[config.mk]
export PLATFORM = sky130hd
export DESIGN_NAME = serial_adder
export DESIGN_NICKNAME = d
export VERILOG_FILES = /design/src/rtl/serial_adder.sv
export SDC_FILE = /design/constraint.sdc
export NUM_CORES = 1
export LEC_CHECK = 0
export BUFFER_PORTS_ARGS = -buffer_cell sky130_fd_sc_hd__clkbuf_2
export CAP_MARGIN = 15
export CORE_MARGIN = 4
export CORE_UTILIZATION = 54
export DETAILED_ROUTE_END_ITERATION = 16
export GPL_TIMING_DRIVEN = 0
export HOLD_SLACK_MARGIN = 0.06
export PLACE_DENSITY = 0.8
export SLEW_MARGIN = 20
export SYNTH_ARGS = -nofsm -noshare
export SYNTH_HDL_FRONTEND = slang
export SYNTH_SLANG_ARGS = --single-unit
[constraint.sdc]
create_clock -name sys_clk -period 2.2 [get_ports sys_clk]
set_input_delay 0.44 -clock sys_clk [delete_from_list [all_inputs] [get_ports sys_clk]]
set_output_delay 0.44 -clock sys_clk [all_outputs]
set_load 0.01 [all_outputs]
[src/rtl/serial_adder.sv]
// -----------------------------------------------------------------------------
// serial_adder
//
// Bit-serial adder/subtractor. A single full-adder cell is reused over WIDTH
// clock cycles, one bit per cycle, LSB first. Operands are captured on a start
// strobe. The result, carry/borrow-out and signed overflow are loaded into
// output registers on the completing edge, and a one-cycle done pulse follows.
//
// Subtraction is performed as A + ~B + ~cin, so the internal carry chain is
// identical for both modes. Only the operand-B inversion, the initial carry
// and the sense of the final carry differ.
//
// Parameters:
//   WIDTH     operand/result width in bits (2..32)
//
// Ports:
//   sys_clk   in   system clock, rising edge
//   sys_rst_n in   asynchronous active-low reset
//   start     in   request, sampled only when not busy (IDLE or DONE)
//   sub       in   0 = add, 1 = subtract (sampled with start)
//   in_1      in   operand A (sampled with start)
//   in_2      in   operand B (sampled with start)
//   cin       in   carry-in (add) / borrow-in (subtract), sampled with start
//   busy      out  high while bits are being processed
//   done      out  one-cycle pulse; result outputs valid from this cycle on
//   sum       out  result register
//   count     out  carry-out (add) / borrow-out (subtract)
//   overflow  out  two's-complement signed overflow of the result
// -----------------------------------------------------------------------------
module serial_adder #(
    parameter int WIDTH = 8
) (
    input  logic             sys_clk,
    input  logic             sys_rst_n,
    input  logic             start,
    input  logic             sub,
    input  logic [WIDTH-1:0] in_1,
    input  logic [WIDTH-1:0] in_2,
    input  logic             cin,
    output logic             busy,
    output logic             done,
    output logic [WIDTH-1:0] sum,
    output logic             count,
    output logic             overflow
);

    localparam int CNT_W = $clog2(WIDTH);

    typedef enum logic [1:0] {
        ST_IDLE = 2'd0,
        ST_RUN  = 2'd1,
        ST_DONE = 2'd2
    } state_t;

    state_t           state_r;
    logic [WIDTH-1:0] a_r;      // operand A, shifted right each bit
    logic [WIDTH-1:0] b_r;      // operand B (pre-inverted when subtracting)
    logic [WIDTH-1:0] res_r;    // result bits enter at the MSB
    logic             c_r;      // running internal carry
    logic             sub_r;    // captured mode, needed to invert the final carry
    logic [CNT_W-1:0] cnt_r;    // index of the bit processed on the next edge

    logic             bit_s;    // result bit of the current position
    logic             carry_s;  // carry out of the current position
    logic             last_s;   // current position is the MSB

    // Full-adder carry: majority of the three inputs.
    function automatic logic fa_carry(input logic x, input logic y, input logic z);
        fa_carry = (x & y) | (x & z) | (y & z);
    endfunction

    // Full-adder sum: parity of the three inputs.
    function automatic logic fa_sum(input logic x, input logic y, input logic z);
        fa_sum = x ^ y ^ z;
    endfunction

    assign bit_s   = fa_sum(a_r[0], b_r[0], c_r);
    assign carry_s = fa_carry(a_r[0], b_r[0], c_r);
    assign last_s  = (cnt_r == CNT_W'(WIDTH - 1));

    // Control FSM and datapath: capture, bit-serial processing, result load.
    always_ff @(posedge sys_clk or negedge sys_rst_n) begin
        if (!sys_rst_n) begin
            state_r  <= ST_IDLE;
            a_r      <= '0;
            b_r      <= '0;
            res_r    <= '0;
            c_r      <= 1'b0;
            sub_r    <= 1'b0;
            cnt_r    <= '0;
            busy     <= 1'b0;
            done     <= 1'b0;
            sum      <= '0;
            count    <= 1'b0;
            overflow <= 1'b0;
        end else begin
            case (state_r)
                // DONE accepts a new request exactly like IDLE, which is what
                // allows back-to-back operations with start held high.
                ST_IDLE, ST_DONE: begin
                    done <= 1'b0;
                    if (start) begin
                        a_r     <= in_1;
                        b_r     <= sub ? ~in_2 : in_2;
                        c_r     <= cin ^ sub;   // ~cin when subtracting
                        sub_r   <= sub;
                        cnt_r   <= '0;
                        res_r   <= '0;
                        busy    <= 1'b1;
                        state_r <= ST_RUN;
                    end else begin
                        busy    <= 1'b0;
                        state_r <= ST_IDLE;
                    end
                end

                // start is deliberately ignored here.
                ST_RUN: begin
                    a_r   <= {1'b0, a_r[WIDTH-1:1]};
                    b_r   <= {1'b0, b_r[WIDTH-1:1]};
                    c_r   <= carry_s;
                    res_r <= {bit_s, res_r[WIDTH-1:1]};
                    cnt_r <= cnt_r + CNT_W'(1);
                    if (last_s) begin
                        // On the MSB, c_r is the carry into the MSB and
                        // carry_s the carry out of it.
                        sum      <= {bit_s, res_r[WIDTH-1:1]};
                        count    <= carry_s ^ sub_r;
                        overflow <= c_r ^ carry_s;
                        busy     <= 1'b0;
                        done     <= 1'b1;
                        state_r  <= ST_DONE;
                    end else begin
                        busy     <= 1'b1;
                        done     <= 1'b0;
                        state_r  <= ST_RUN;
                    end
                end

                default: begin
                    busy    <= 1'b0;
                    done    <= 1'b0;
                    state_r <= ST_IDLE;
                end
            endcase
        end
    end

endmodule

==> results of run 1 <==
cells in the mapped netlist (all sizes together):
library cell	n
nor2b	2
a22o	18
clkbuf	2
xor2	1
a221o	8
nand2	5
inv	3
dfrtp	41
fa	1
o21ai	3
buf	7
a21o	7
ha	2
xnor2	10
nand2b	1
mux2	9
nand3b	1
nor2	9
flip-flops by register name (all words and copies together) (netlist names):
signal / cells
b_r: 8
done: 1
cnt_r: 3
state_r: 2
overflow: 1
res_r: 7
count: 1
sum: 8
c_r: 1
sub_r: 1
a_r: 8
metrics by stage:
step,hold WS (ns),worst slack [ns]
finish,0.212,0.473
floorplan,0.144,0.625
global route,0.234,0.378
global placement,0.463,0.498
CTS,0.262,0.441
detailed placement,0.472,0.457
per-layer routing:
layer | wire length, um | GRT usage (%)
met1 | 1390 | 21.2
met4 | 14 | 5.54
met3 | 172 | 6.76
met2 | 1400 | 24.2
met5 | 0 | 0
power by group through the flow:
| stage | logic, mW | registers, mW | clock network (mW) |
|---|---|---|---|
| floorplan | 0.802 | 1.31 | 0 |
| global placement | 1.09 | 1.29 | 0 |
| detailed placement | 1.14 | 1.31 | 0 |
| CTS | 1.14 | 1.30 | 0.600 |
| global route | 1.24 | 1.34 | 0.646 |
| finish | 1.12 | 1.30 | 0.584 |
kinds of logic after synthesis:
family	synth area share, %
buffers and inverters	3.42
flip-flops	59.7
multiplexers	5.90
XOR/XNOR	5.60
AND/OR/NAND/NOR	5.02
AO/OA/AOI/OAI	17.8
adder cells (fa/ha/maj)	2.62
final cells by class:
| class | count | area [um2] | area share (%) |
|---|---|---|---|
| buffer | 9 | 47.5 | 2.34 |
| clock buffer | 5 | 37.5 | 1.85 |
| clock inverter | 3 | 65.1 | 3.20 |
| inverter | 3 | 11.3 | 0.554 |
| multi-input combinational | 77 | 634 | 31.2 |
| sequential | 41 | 1030 | 50.5 |
| tap | 44 | 55.1 | 2.71 |
| timing repair buffer | 31 | 155 | 7.64 |
worst register-to-register path, delay by kind of cell, from the launching register on:
family,cells,cell delay [ns]
adders and majority gates,2,0.39
buffers and inverters,1,0.26
DFF,1,0.41
muxes,1,0.36
and+or+nand+nor,1,0.20
final timing paths:
kind,from,end,slack (ns)
max,cnt_r[0]$_DFFE_PN0P_,sum[5]$_DFFE_PN0P_,0.47
min,sys_rst_n,sum[5]$_DFFE_PN0P_,0.21
max reg2reg,cnt_r[0]$_DFFE_PN0P_,sum[5]$_DFFE_PN0P_,0.47
min reg2reg,count$_DFFE_PN0P_,count$_DFFE_PN0P_,0.50
max in group asynchronous,sys_rst_n,a_r[4]$_DFFE_PN0P_,1.44
min in group sys_clk,in_1[7],a_r[7]$_DFFE_PN0P_,0.34
cell usage in the layout (no fill, tap or decap), drive strengths merged:
master,count
nor2,9
fa,1
o21ai,3
ha,2
a21o,7
nor2b,2
nand2,5
nand2b,1
mux2,9
nand3b,1
buf,8
a22o,18
dfrtp,41
clkbuf,37
clkinv,1
inv,3
xor2,1
bufinv,2
xnor2,10
a221o,8
==> summary.txt, run 1 <==
Placed design
  – Placed cell area: 1930 um2
  – Placer congestion estimate: 0.752
  – Count of buffers inserted at the top-level ports: 31
  – Placed wire-length estimate after detailed placement: 2170 um
  – Placed cell count: 205

GRT
  – Global router's overall resource usage: 16.2%
  – Global-route wire length before repair: 5120 um
  – Initial antenna violation count: 0
  – Overflow left after global routing: 0
  – Number of global-route vias before repair: 1147
  – Pin count of the biggest net entering global routing: 42

Routing
  – Average wire per standard cell: 14.0 um
  – Post-detailed-route via-to-cell ratio: 5.37
  – Detailed-routing iteration count for the pre-antenna-repair pass: 4
  – Remaining number of nets flagged by the antenna check after routing: 0
  – DR iter-0 viols: 59
  – Detailed-route via count: 1143
  – Wire length reported by the detailed router: 2980 um
  – Number of remaining DRC errors: 0

Pwr
  – P per Cell Area: 1480 nW/um2
  – Worst voltage drop across the vdd grid: 0.745 mV
  – Share of total power consumed by net switching: 32.3%
  – Register share of total power: 43.2%
  – Power dissipated by switching net loads: 969 uW
  – Internal power summed over all cells: 2.03 mW
  – Combinational Power Share: 37.4%
  – Relative contribution of the clock network to total power: 19.4%
  – Total power consumption of the routed design: 3.00 mW
  – Reported leakage power: 1.05 nW

Worst setup path
  – Type of origin of the critical path: flip-flop
  – Worst path depth: 5
  – Worst path cell trace: ha_1, ha_1, nand3b_1, buf_2, mux2_2
  – Highest cell delay on the worst timing path: 0.41 ns
  – Cell class contributing the biggest share of worst-path delay: flip-flops
  – Category of the critical setup timing path: flip-flop to flip-flop
  – Crit path buffers/inverters: 1
  – Depth of the most critical reg-to-reg path: 5
  – Largest fanout on the critical path: 10
  – Slowest cell on crit path: sky130_fd_sc_hd__dfrtp_1
  – Endpoint class of the critical path: flip-flop
  – Critical path required time: 2.43 ns
  – Cell seen most often among critical-path stages: sky130_fd_sc_hd__ha_1
  – Arrival time of the worst setup path: 1.96 ns

Logic synthesis
  – Post-synthesis net count: 154
  – Dominant cell type by area after synthesis: sky130_fd_sc_hd__dfrtp_1
  – Fraction of the yosys area taken by sequential cells: 59.7%
  – Mapped cell area: 1720 um2
  – FF+latch count, synth: 41
  – Synth unique cells: 20
  – Cells after Synth: 130
  – Largest cells by area after synthesis: sky130_fd_sc_hd__dfrtp_1, sky130_fd_sc_hd__a22o_1, sky130_fd_sc_hd__mux2_2
  – Mean instance size in the synthesized netlist: 13.2 um2
  – Total of warnings raised by yosys: 0
  – Fraction of post-synthesis cell area in the top cell type by area: 59.7%

STA
  – RSZ-0062 raised after global routing: false
  – Final critical-path share of the clock period: 78.5%
  – Final setup violation count: 0
  – Hold violation count in the final report: 0
  – Number of slew-limit violations in the final report: 0
  – Actual slew at the worst max-slew pin: 0.880 ns
  – Max frequency: 579 MHz
  – Post-route setup TNS: 0 ns
  – Relative slew slack: 41.3%
  – Clock skew after layout: 0.00868 ns
  – Clock period minus worst slack: 1.73 ns

Clocking
  – Clock insertion delay at the later pin of the skew report: 0.34 ns
  – TritonCTS sink count: 41
  – Number of hold-repair buffers added at the cts stage: 0
  – Clock tree from TritonCTS: done
  – # Post-CTS Setup Buffers: 0
  – H-tree depth: 2
  – Number of buffers on the longest clock path: 2
  – Post-CTS sizing: 0
  – Number of buffers created by CTS: 5
  – Clock Pin Slew Worst Setup and Hold Paths: 0.11 ns
  – Root buffer cell: sky130_fd_sc_hd__clkbuf_4

Min path
  – Class of the worst hold path: input pin to async pin

Layout
  – Fraction of layout instances using a drive strength above 1: 33.1%
  – Final non-filler cell total: 213
  – Filler Cells Inserted: 256
  – Post-route cell area: 2030 um2
  – Total inserted antenna cells: 0
  – Area overhead of the layout relative to synthesis: 18.2%
  – Share of the core filled with cells in the final layout: 66.6%
  – Post-layout net count: 192

Floorplan
  – DIE AREA: 4150 um2
  – Core Box Area: 3050 um2
  – Total I/O pin count: 33
  – Die X-Extent: 64.4 um
  – Number of core rows: 20
  – Height of the die: 64.4 um
  – Initial core utilization: 56.3%

Flow run
  – Maximum Capacitance Violations: 0

Run status
  – Status: finished, final reports clean
Note: power is estimated with default switching activity, not from simulation.
==> run 2, diff against run 1 <==
==> constraint.sdc (replaced) <==
create_clock -name sys_clk -period 1.61 [get_ports sys_clk]
set_input_delay 0.322 -clock sys_clk [delete_from_list [all_inputs] [get_ports sys_clk]]
set_output_delay 0.322 -clock sys_clk [all_outputs]
set_load 0.01 [all_outputs]
==> run 2 against run 1 <==
Against the previous run: wire length rose by 1.1%; clock skew fell by 0.0018 ns; final cell count rose by 0.47%; sequential cell count did not move; core utilization rose by 0.33 points; design area rose by 0.49%; critical path depth did not move; die area did not move; first-iteration DRC count rose by 5.1%; combinational power rose by 38%.
==> summary.txt, run 2 (synthesized netlist as in run 1, its figures left out) <==
Floorplan
  – Initial core utilization: 56.3%
  – DIE AREA: 4150 um2
  – Number of core rows: 20
  – Height of the die: 64.4 um
  – Core Box Area: 3050 um2
  – Die X-Extent: 64.4 um
  – Total I/O pin count: 33

Clocking
  – Clock insertion delay at the later pin of the skew report: 0.34 ns
  – Clock Pin Slew Worst Setup and Hold Paths: 0.11 ns
  – TritonCTS sink count: 41
  – Root buffer cell: sky130_fd_sc_hd__clkbuf_4
  – Number of buffers created by CTS: 5
  – Number of hold-repair buffers added at the cts stage: 0
  – Number of buffers on the longest clock path: 2
  – Clock tree from TritonCTS: done
  – H-tree depth: 2

Routing
  – Met2 WL: 1390 um
  – Wire length reported by the detailed router: 3010 um
  – Detailed-route via count: 1144
  – DR iter-0 viols: 62
  – Top Layer Used: met4
  – Wire length the detailed router placed on met1: 1400 um
  – Post-detailed-route via-to-cell ratio: 5.35
  – Average wire per standard cell: 14.1 um
  – Detailed-routing iteration count for the pre-antenna-repair pass: 4
  – Remaining number of nets flagged by the antenna check after routing: 0
  – Number of remaining DRC errors: 0
  – Met3 layer wire length in the routed design: 180 um

STA
  – RSZ-0062 raised after global routing: false
  – Actual slew at the worst max-slew pin: 0.873 ns
  – Final setup violation count: 0
  – Clock skew after layout: 0.00683 ns
  – Post-route setup TNS: 0 ns
  – Relative slew slack: 41.8%
  – Hold violation count in the final report: 0
  – Number of slew-limit violations in the final report: 0
  – Final critical-path share of the clock period: 95.6%
  – Max frequency: 649 MHz
  – Clock period minus worst slack: 1.54 ns

GRT
  – Pin count of the biggest net entering global routing: 42
  – Global router's overall resource usage: 16.2%
  – Global-route wire length before repair: 5120 um
  – Overflow left after global routing: 0
  – Initial antenna violation count: 0
  – Number of global-route vias before repair: 1150

Worst setup path
  – Critical path required time: 1.85 ns
  – Category of the critical setup timing path: flip-flop to flip-flop
  – Endpoint class of the critical path: flip-flop
  – Type of origin of the critical path: flip-flop
  – Arrival time of the worst setup path: 1.78 ns
  – Largest fanout on the critical path: 10

Placed design
  – Placer congestion estimate: 0.752
  – Placed cell count: 205
  – Placed wire-length estimate after detailed placement: 2170 um
  – Count of buffers inserted at the top-level ports: 31

Layout
  – Commonest non-fill, non-tap cell in the layout: sky130_fd_sc_hd__dfrtp_1
  – Registers with the highest flip-flop counts: a_r x8, b_r x8, sum x8
  – Post-layout net count: 193
  – Final non-filler cell total: 214
  – Most used cells in the layout excluding fill and tap cells: sky130_fd_sc_hd__dfrtp_1, sky130_fd_sc_hd__clkbuf_2, sky130_fd_sc_hd__a22o_1
  – Area overhead of the layout relative to synthesis: 18.8%
  – Fraction of layout instances using a drive strength above 1: 33.5%
  – Share of the core filled with cells in the final layout: 66.9%
  – Total inserted antenna cells: 0

Flow run
  – Maximum Capacitance Violations: 0

Pwr
  – Worst voltage drop across the vdd grid: 1.02 mV
  – P per Cell Area: 2020 nW/um2
  – Reported leakage power: 1.05 nW

Min path
  – Class of the worst hold path: input pin to async pin

Run status
  – Status: finished, final reports clean
-- run 2: final cells by class --
class | instances | area [um2]
Fill cell | 255 | 1010
Inverter | 3 | 11.3
Tap cell | 44 | 55.1
Sequential cell | 41 | 1030
Buffer | 9 | 50.0
Clock inverter | 3 | 65.1
Clock buffer | 5 | 37.5
Multi-Input combinational cell | 77 | 634
Timing Repair Buffer | 32 | 163
-- run 2: power by group --
part	leakage, nW	internal, mW	total [mW]	switching (mW)
Combinational	0.481	0.818	1.54	0.727
Sequential	0.518	1.49	1.77	0.284
Clock	0.0552	0.481	0.805	0.325
-- run 2: path summary, 6_finish.rpt --
| path | cells after the start | end | from | slack (ns) |
|---|---|---|---|---|
| max | 5 | sum[5]$_DFFE_PN0P_ | cnt_r[0]$_DFFE_PN0P_ | 0.07 |
| min | 1 | done$_DFF_PN0_ | sys_rst_n | 0.08 |
| max reg2reg | 5 | sum[5]$_DFFE_PN0P_ | cnt_r[0]$_DFFE_PN0P_ | 0.07 |
| min reg2reg | 2 | count$_DFFE_PN0P_ | count$_DFFE_PN0P_ | 0.50 |
| max in group asynchronous | 1 | count$_DFFE_PN0P_ | sys_rst_n | 0.98 |
| min in group sys_clk | 2 | a_r[7]$_DFFE_PN0P_ | in_1[7] | 0.21 |
-- run 2: routing by layer --
| metal | global-route usage [%] | up-vias |
|---|---|---|
| li1 | - | 544 |
| met1 | 21.2 | 563 |
| met2 | 24.2 | 33 |
| met3 | 6.76 | 4 |
| met4 | 5.54 | 0 |
| met5 | 0 | - |
-- run 2: stage by stage --
step / instance area, um2 / total power, mW / worst slack, ns / hold slack (ns)
4_1_cts: 2040 / 4.17 / 0.0629 / 0.144
5_1_grt: 2040 / 4.42 / 0.0121 / 0.116
2_1_floorplan: 1720 / 2.88 / 0.0350 / 0.0264
3_3_place_gp: 1930 / 3.25 / -0.0920 / 0.463
3_5_place_dp: 1930 / 3.35 / -0.133 / 0.472
6_report: 2040 / 4.12 / 0.0702 / 0.0818
-- run 2: critical path: stages, from the launching register on --
cell and delay (ns):
sky130_fd_sc_hd__dfrtp_1 0.41, sky130_fd_sc_hd__ha_1 0.20, sky130_fd_sc_hd__ha_1 0.19, sky130_fd_sc_hd__nand3b_1 0.11, sky130_fd_sc_hd__buf_4 0.18, sky130_fd_sc_hd__mux2_2 0.34
-- run 2: what timing repair did --
item / 4_1_cts / 5_1_grt
endpoints found under the hold margin: 0 / 0
setup endpoints to repair: 4 / 0
buffers inserted: 1 / 0
gates resized for setup: 1 / 0
==> run 3, diff against run 2 <==
==> config.mk (replaced) <==
export PLATFORM = sky130hd
export DESIGN_NAME = serial_adder
export DESIGN_NICKNAME = d
export VERILOG_FILES = /design/src/rtl/serial_adder.sv
export SDC_FILE = /design/constraint.sdc
export NUM_CORES = 1
export LEC_CHECK = 0
export CAP_MARGIN = 15
export CORE_ASPECT_RATIO = 0.75
export CORE_MARGIN = 4
export CORE_UTILIZATION = 61
export DETAILED_ROUTE_END_ITERATION = 16
export DONT_BUFFER_PORTS = 1
export GPL_TIMING_DRIVEN = 0
export HOLD_SLACK_MARGIN = 0.06
export PLACE_DENSITY = 0.79
export SLEW_MARGIN = 20
export SYNTH_ARGS = -nofsm -noshare
export SYNTH_HDL_FRONTEND = slang
export SYNTH_SLANG_ARGS = --single-unit
==> run 3 against run 2 <==
Against the previous run: via count fell by 9.1%; hold slack improved by 0.098 ns; sequential cell count did not move; sequential share of layout area rose by 4.0 points; critical endpoint is now sum[7]$_DFFE_PN0P_; combinational power down 12%; final cell count fell by 17%; global-route usage up 2.1 points; core utilization grew 4.7 points.
==> summary.txt, run 3 (synthesized netlist as in run 1, its figures left out) <==
Floorplan
  – Total I/O pin count: 33
  – Core Box Area: 2640 um2
  – Height of the die: 54.0 um
  – Number of core rows: 16
  – DIE AREA: 3740 um2
  – Die X-Extent: 69.3 um
  – Initial core utilization: 65.1%

Pwr
  – Relative contribution of the clock network to total power: 16.1%
  – Share of total power consumed by net switching: 34.1%
  – Worst voltage drop across the vdd grid: 1.13 mV
  – Combinational Power Share: 35.4%
  – Register share of total power: 48.5%
  – Power dissipated by switching net loads: 1.31 mW
  – Total power consumption of the routed design: 3.85 mW
  – Internal power summed over all cells: 2.54 mW
  – P per Cell Area: 2040 nW/um2
  – Reported leakage power: 0.924 nW

Clocking
  – Clock Pin Slew Worst Setup and Hold Paths: 0.07 ns
  – Number of buffers created by CTS: 5
  – TritonCTS sink count: 41
  – H-tree depth: 2
  – Clock insertion delay at the later pin of the skew report: 0.28 ns
  – Clock tree from TritonCTS: done
  – Root buffer cell: sky130_fd_sc_hd__clkbuf_8
  – Number of buffers on the longest clock path: 2

Min path
  – Hold Startpoint: in_1[7]
  – Worst-case hold path end point: a_r[7]$_DFFE_PN0P_
  – Worst hold stages: 1
  – Class of the worst hold path: input pin to flip-flop

STA
  – Number of slew-limit violations in the final report: 0
  – Clock skew after layout: 0.00814 ns
  – Relative slew slack: 71.2%
  – Max frequency: 650 MHz
  – RSZ-0062 raised after global routing: false
  – Final setup violation count: 0
  – Final critical-path share of the clock period: 95.5%
  – Smallest setup slack after layout: 0.0718 ns
  – Actual slew at the worst max-slew pin: 0.432 ns
  – Post-route setup TNS: 0 ns
  – Clock period minus worst slack: 1.54 ns
  – Hold violation count in the final report: 0

GRT
  – Global-route wire length before repair: 5200 um
  – Number of global-route vias before repair: 1067
  – Overflow left after global routing: 0
  – Global router's overall resource usage: 18.3%
  – Initial antenna violation count: 1
  – Pin count of the biggest net entering global routing: 42

Worst setup path
  – Highest cell delay on the worst timing path: 0.39 ns
  – Category of the critical setup timing path: flip-flop to flip-flop
  – Endpoint class of the critical path: flip-flop
  – Largest fanout on the critical path: 10
  – Cell seen most often among critical-path stages: sky130_fd_sc_hd__ha_1
  – Critical path required time: 1.78 ns
  – Startpoint of the lowest-slack register-to-register path: cnt_r[0]$_DFFE_PN0P_
  – Arrival time of the worst setup path: 1.70 ns
  – Type of origin of the critical path: flip-flop
  – Slowest cell on crit path: sky130_fd_sc_hd__dfrtp_1
  – Depth of the most critical reg-to-reg path: 5
  – Slack of the worst reg-to-reg path: 0.07 ns
  – FF-to-FF End: sum[7]$_DFFE_PN0P_
  – Worst path cell trace: ha_1, ha_1, nand3b_1, buf_6, mux2_2

Run status
  – Status: finished, final reports clean

Layout
  – Post-route cell area: 1890 um2
  – Final non-filler cell total: 178
  – Commonest non-fill, non-tap cell in the layout: sky130_fd_sc_hd__dfrtp_1
  – Most used cells in the layout excluding fill and tap cells: sky130_fd_sc_hd__dfrtp_1, sky130_fd_sc_hd__a22o_1, sky130_fd_sc_hd__xnor2_1
  – Registers with the highest flip-flop counts: a_r x8, b_r x8, sum x8
  – Post-layout net count: 164
  – Area overhead of the layout relative to synthesis: 9.97%
  – Fraction of layout instances using a drive strength above 1: 17.0%

Placed design
  – Pre-CTS setup slack: -0.168 ns
  – Count of buffers inserted at the top-level ports: 0
  – Placed cell area: 1760 um2
  – Placed cell count: 166
  – Placer congestion estimate: 0.752
  – Placed wire-length estimate after detailed placement: 2150 um

Routing
  – Remaining number of nets flagged by the antenna check after routing: 0
  – Number of remaining DRC errors: 0
  – Average wire per standard cell: 16.7 um
  – DR iter-0 viols: 62
  – Detailed-route via count: 1040
  – Post-detailed-route via-to-cell ratio: 5.84
  – Detailed-routing iteration count for the pre-antenna-repair pass: 4
  – Wire length reported by the detailed router: 2970 um

Flow run
  – Maximum Capacitance Violations: 0
-- run 3: changes by cell type in the layout (fill, tap and decap cells not counted), sizes merged --
cell         delta
diode           +1
clkbuf         -27
dlygate4sd3     +1
clkinv          -1
bufinv          -2
-- run 3: metrics by stage --
| step | hold WS [ns] | util (%) |
|---|---|---|
| 2_1_floorplan | 0.0264 | - |
| 6_report | 0.180 | 71.5 |
| 3_5_place_dp | 0.0275 | 66.8 |
| 4_1_cts | 0.176 | 71.3 |
| 3_3_place_gp | 0.0276 | 66.8 |
| 5_1_grt | 0.173 | 71.5 |
-- run 3: worst max-delay path by stage --
stage | end | startpoint | cells after the start | slack, ns
6_report | sum[7]$_DFFE_PN0P_ | cnt_r[0]$_DFFE_PN0P_ | 5 | 0.07
5_1_grt | sum[7]$_DFFE_PN0P_ | cnt_r[0]$_DFFE_PN0P_ | 5 | 0.02
4_1_cts | sum[7]$_DFFE_PN0P_ | cnt_r[0]$_DFFE_PN0P_ | 5 | 0.03
3_5_place_dp | sum[7]$_DFFE_PN0P_ | cnt_r[0]$_DFFE_PN0P_ | 5 | -0.17
3_3_place_gp | sum[6]$_DFFE_PN0P_ | cnt_r[0]$_DFFE_PN0P_ | 5 | -0.11
2_1_floorplan | sum[4]$_DFFE_PN0P_ | cnt_r[0]$_DFFE_PN0P_ | 5 | 0.03
-- run 3: what timing repair did --
action                                  CTS  global route
resized for setup                         1             1
buffers inserted                          1             0
hold endpoints to repair                 41             0
endpoints found under the setup margin    4             1
hold buffers                              2             0
-- run 3: routing by layer --
layer,track usage [%],share of wire (%),wire [um],up-vias
li1,-,-,-,482
met1,23.5,45,1350,517
met2,28.8,46,1370,35
met3,6.53,6.8,203,6
met4,7.47,1.7,52,0
met5,0,0,0,-
-- run 3: critical path: cells and delay by family (launching register included) --
family,cells,cell delay (ns)
buffers and inverters,1,0.16
DFF,1,0.39
adders and majority gates,2,0.39
and+or+nand+nor,1,0.14
muxes,1,0.34
-- run 3: final cells by class --
| cell class | instances | area, um2 |
|---|---|---|
| multi-input combinational | 77 | 634 |
| tap | 36 | 45.0 |
| sequential | 41 | 1030 |
| antenna | 1 | 2.50 |
| timing repair buffer | 3 | 37.5 |
| fill | 198 | 752 |
| clock buffer | 8 | 80.1 |
| inverter | 3 | 11.3 |
| buffer | 9 | 53.8 |
-- run 3: power groups by stage --
stage	Sequential [mW]	Combinational, mW	Clock [mW]
after global placement	1.86	1.26	0
after floorplan	1.79	1.10	0
after global routing	1.92	1.51	0.681
after detailed placement	1.89	1.33	0
after CTS	1.87	1.38	0.628
final	1.87	1.36	0.619
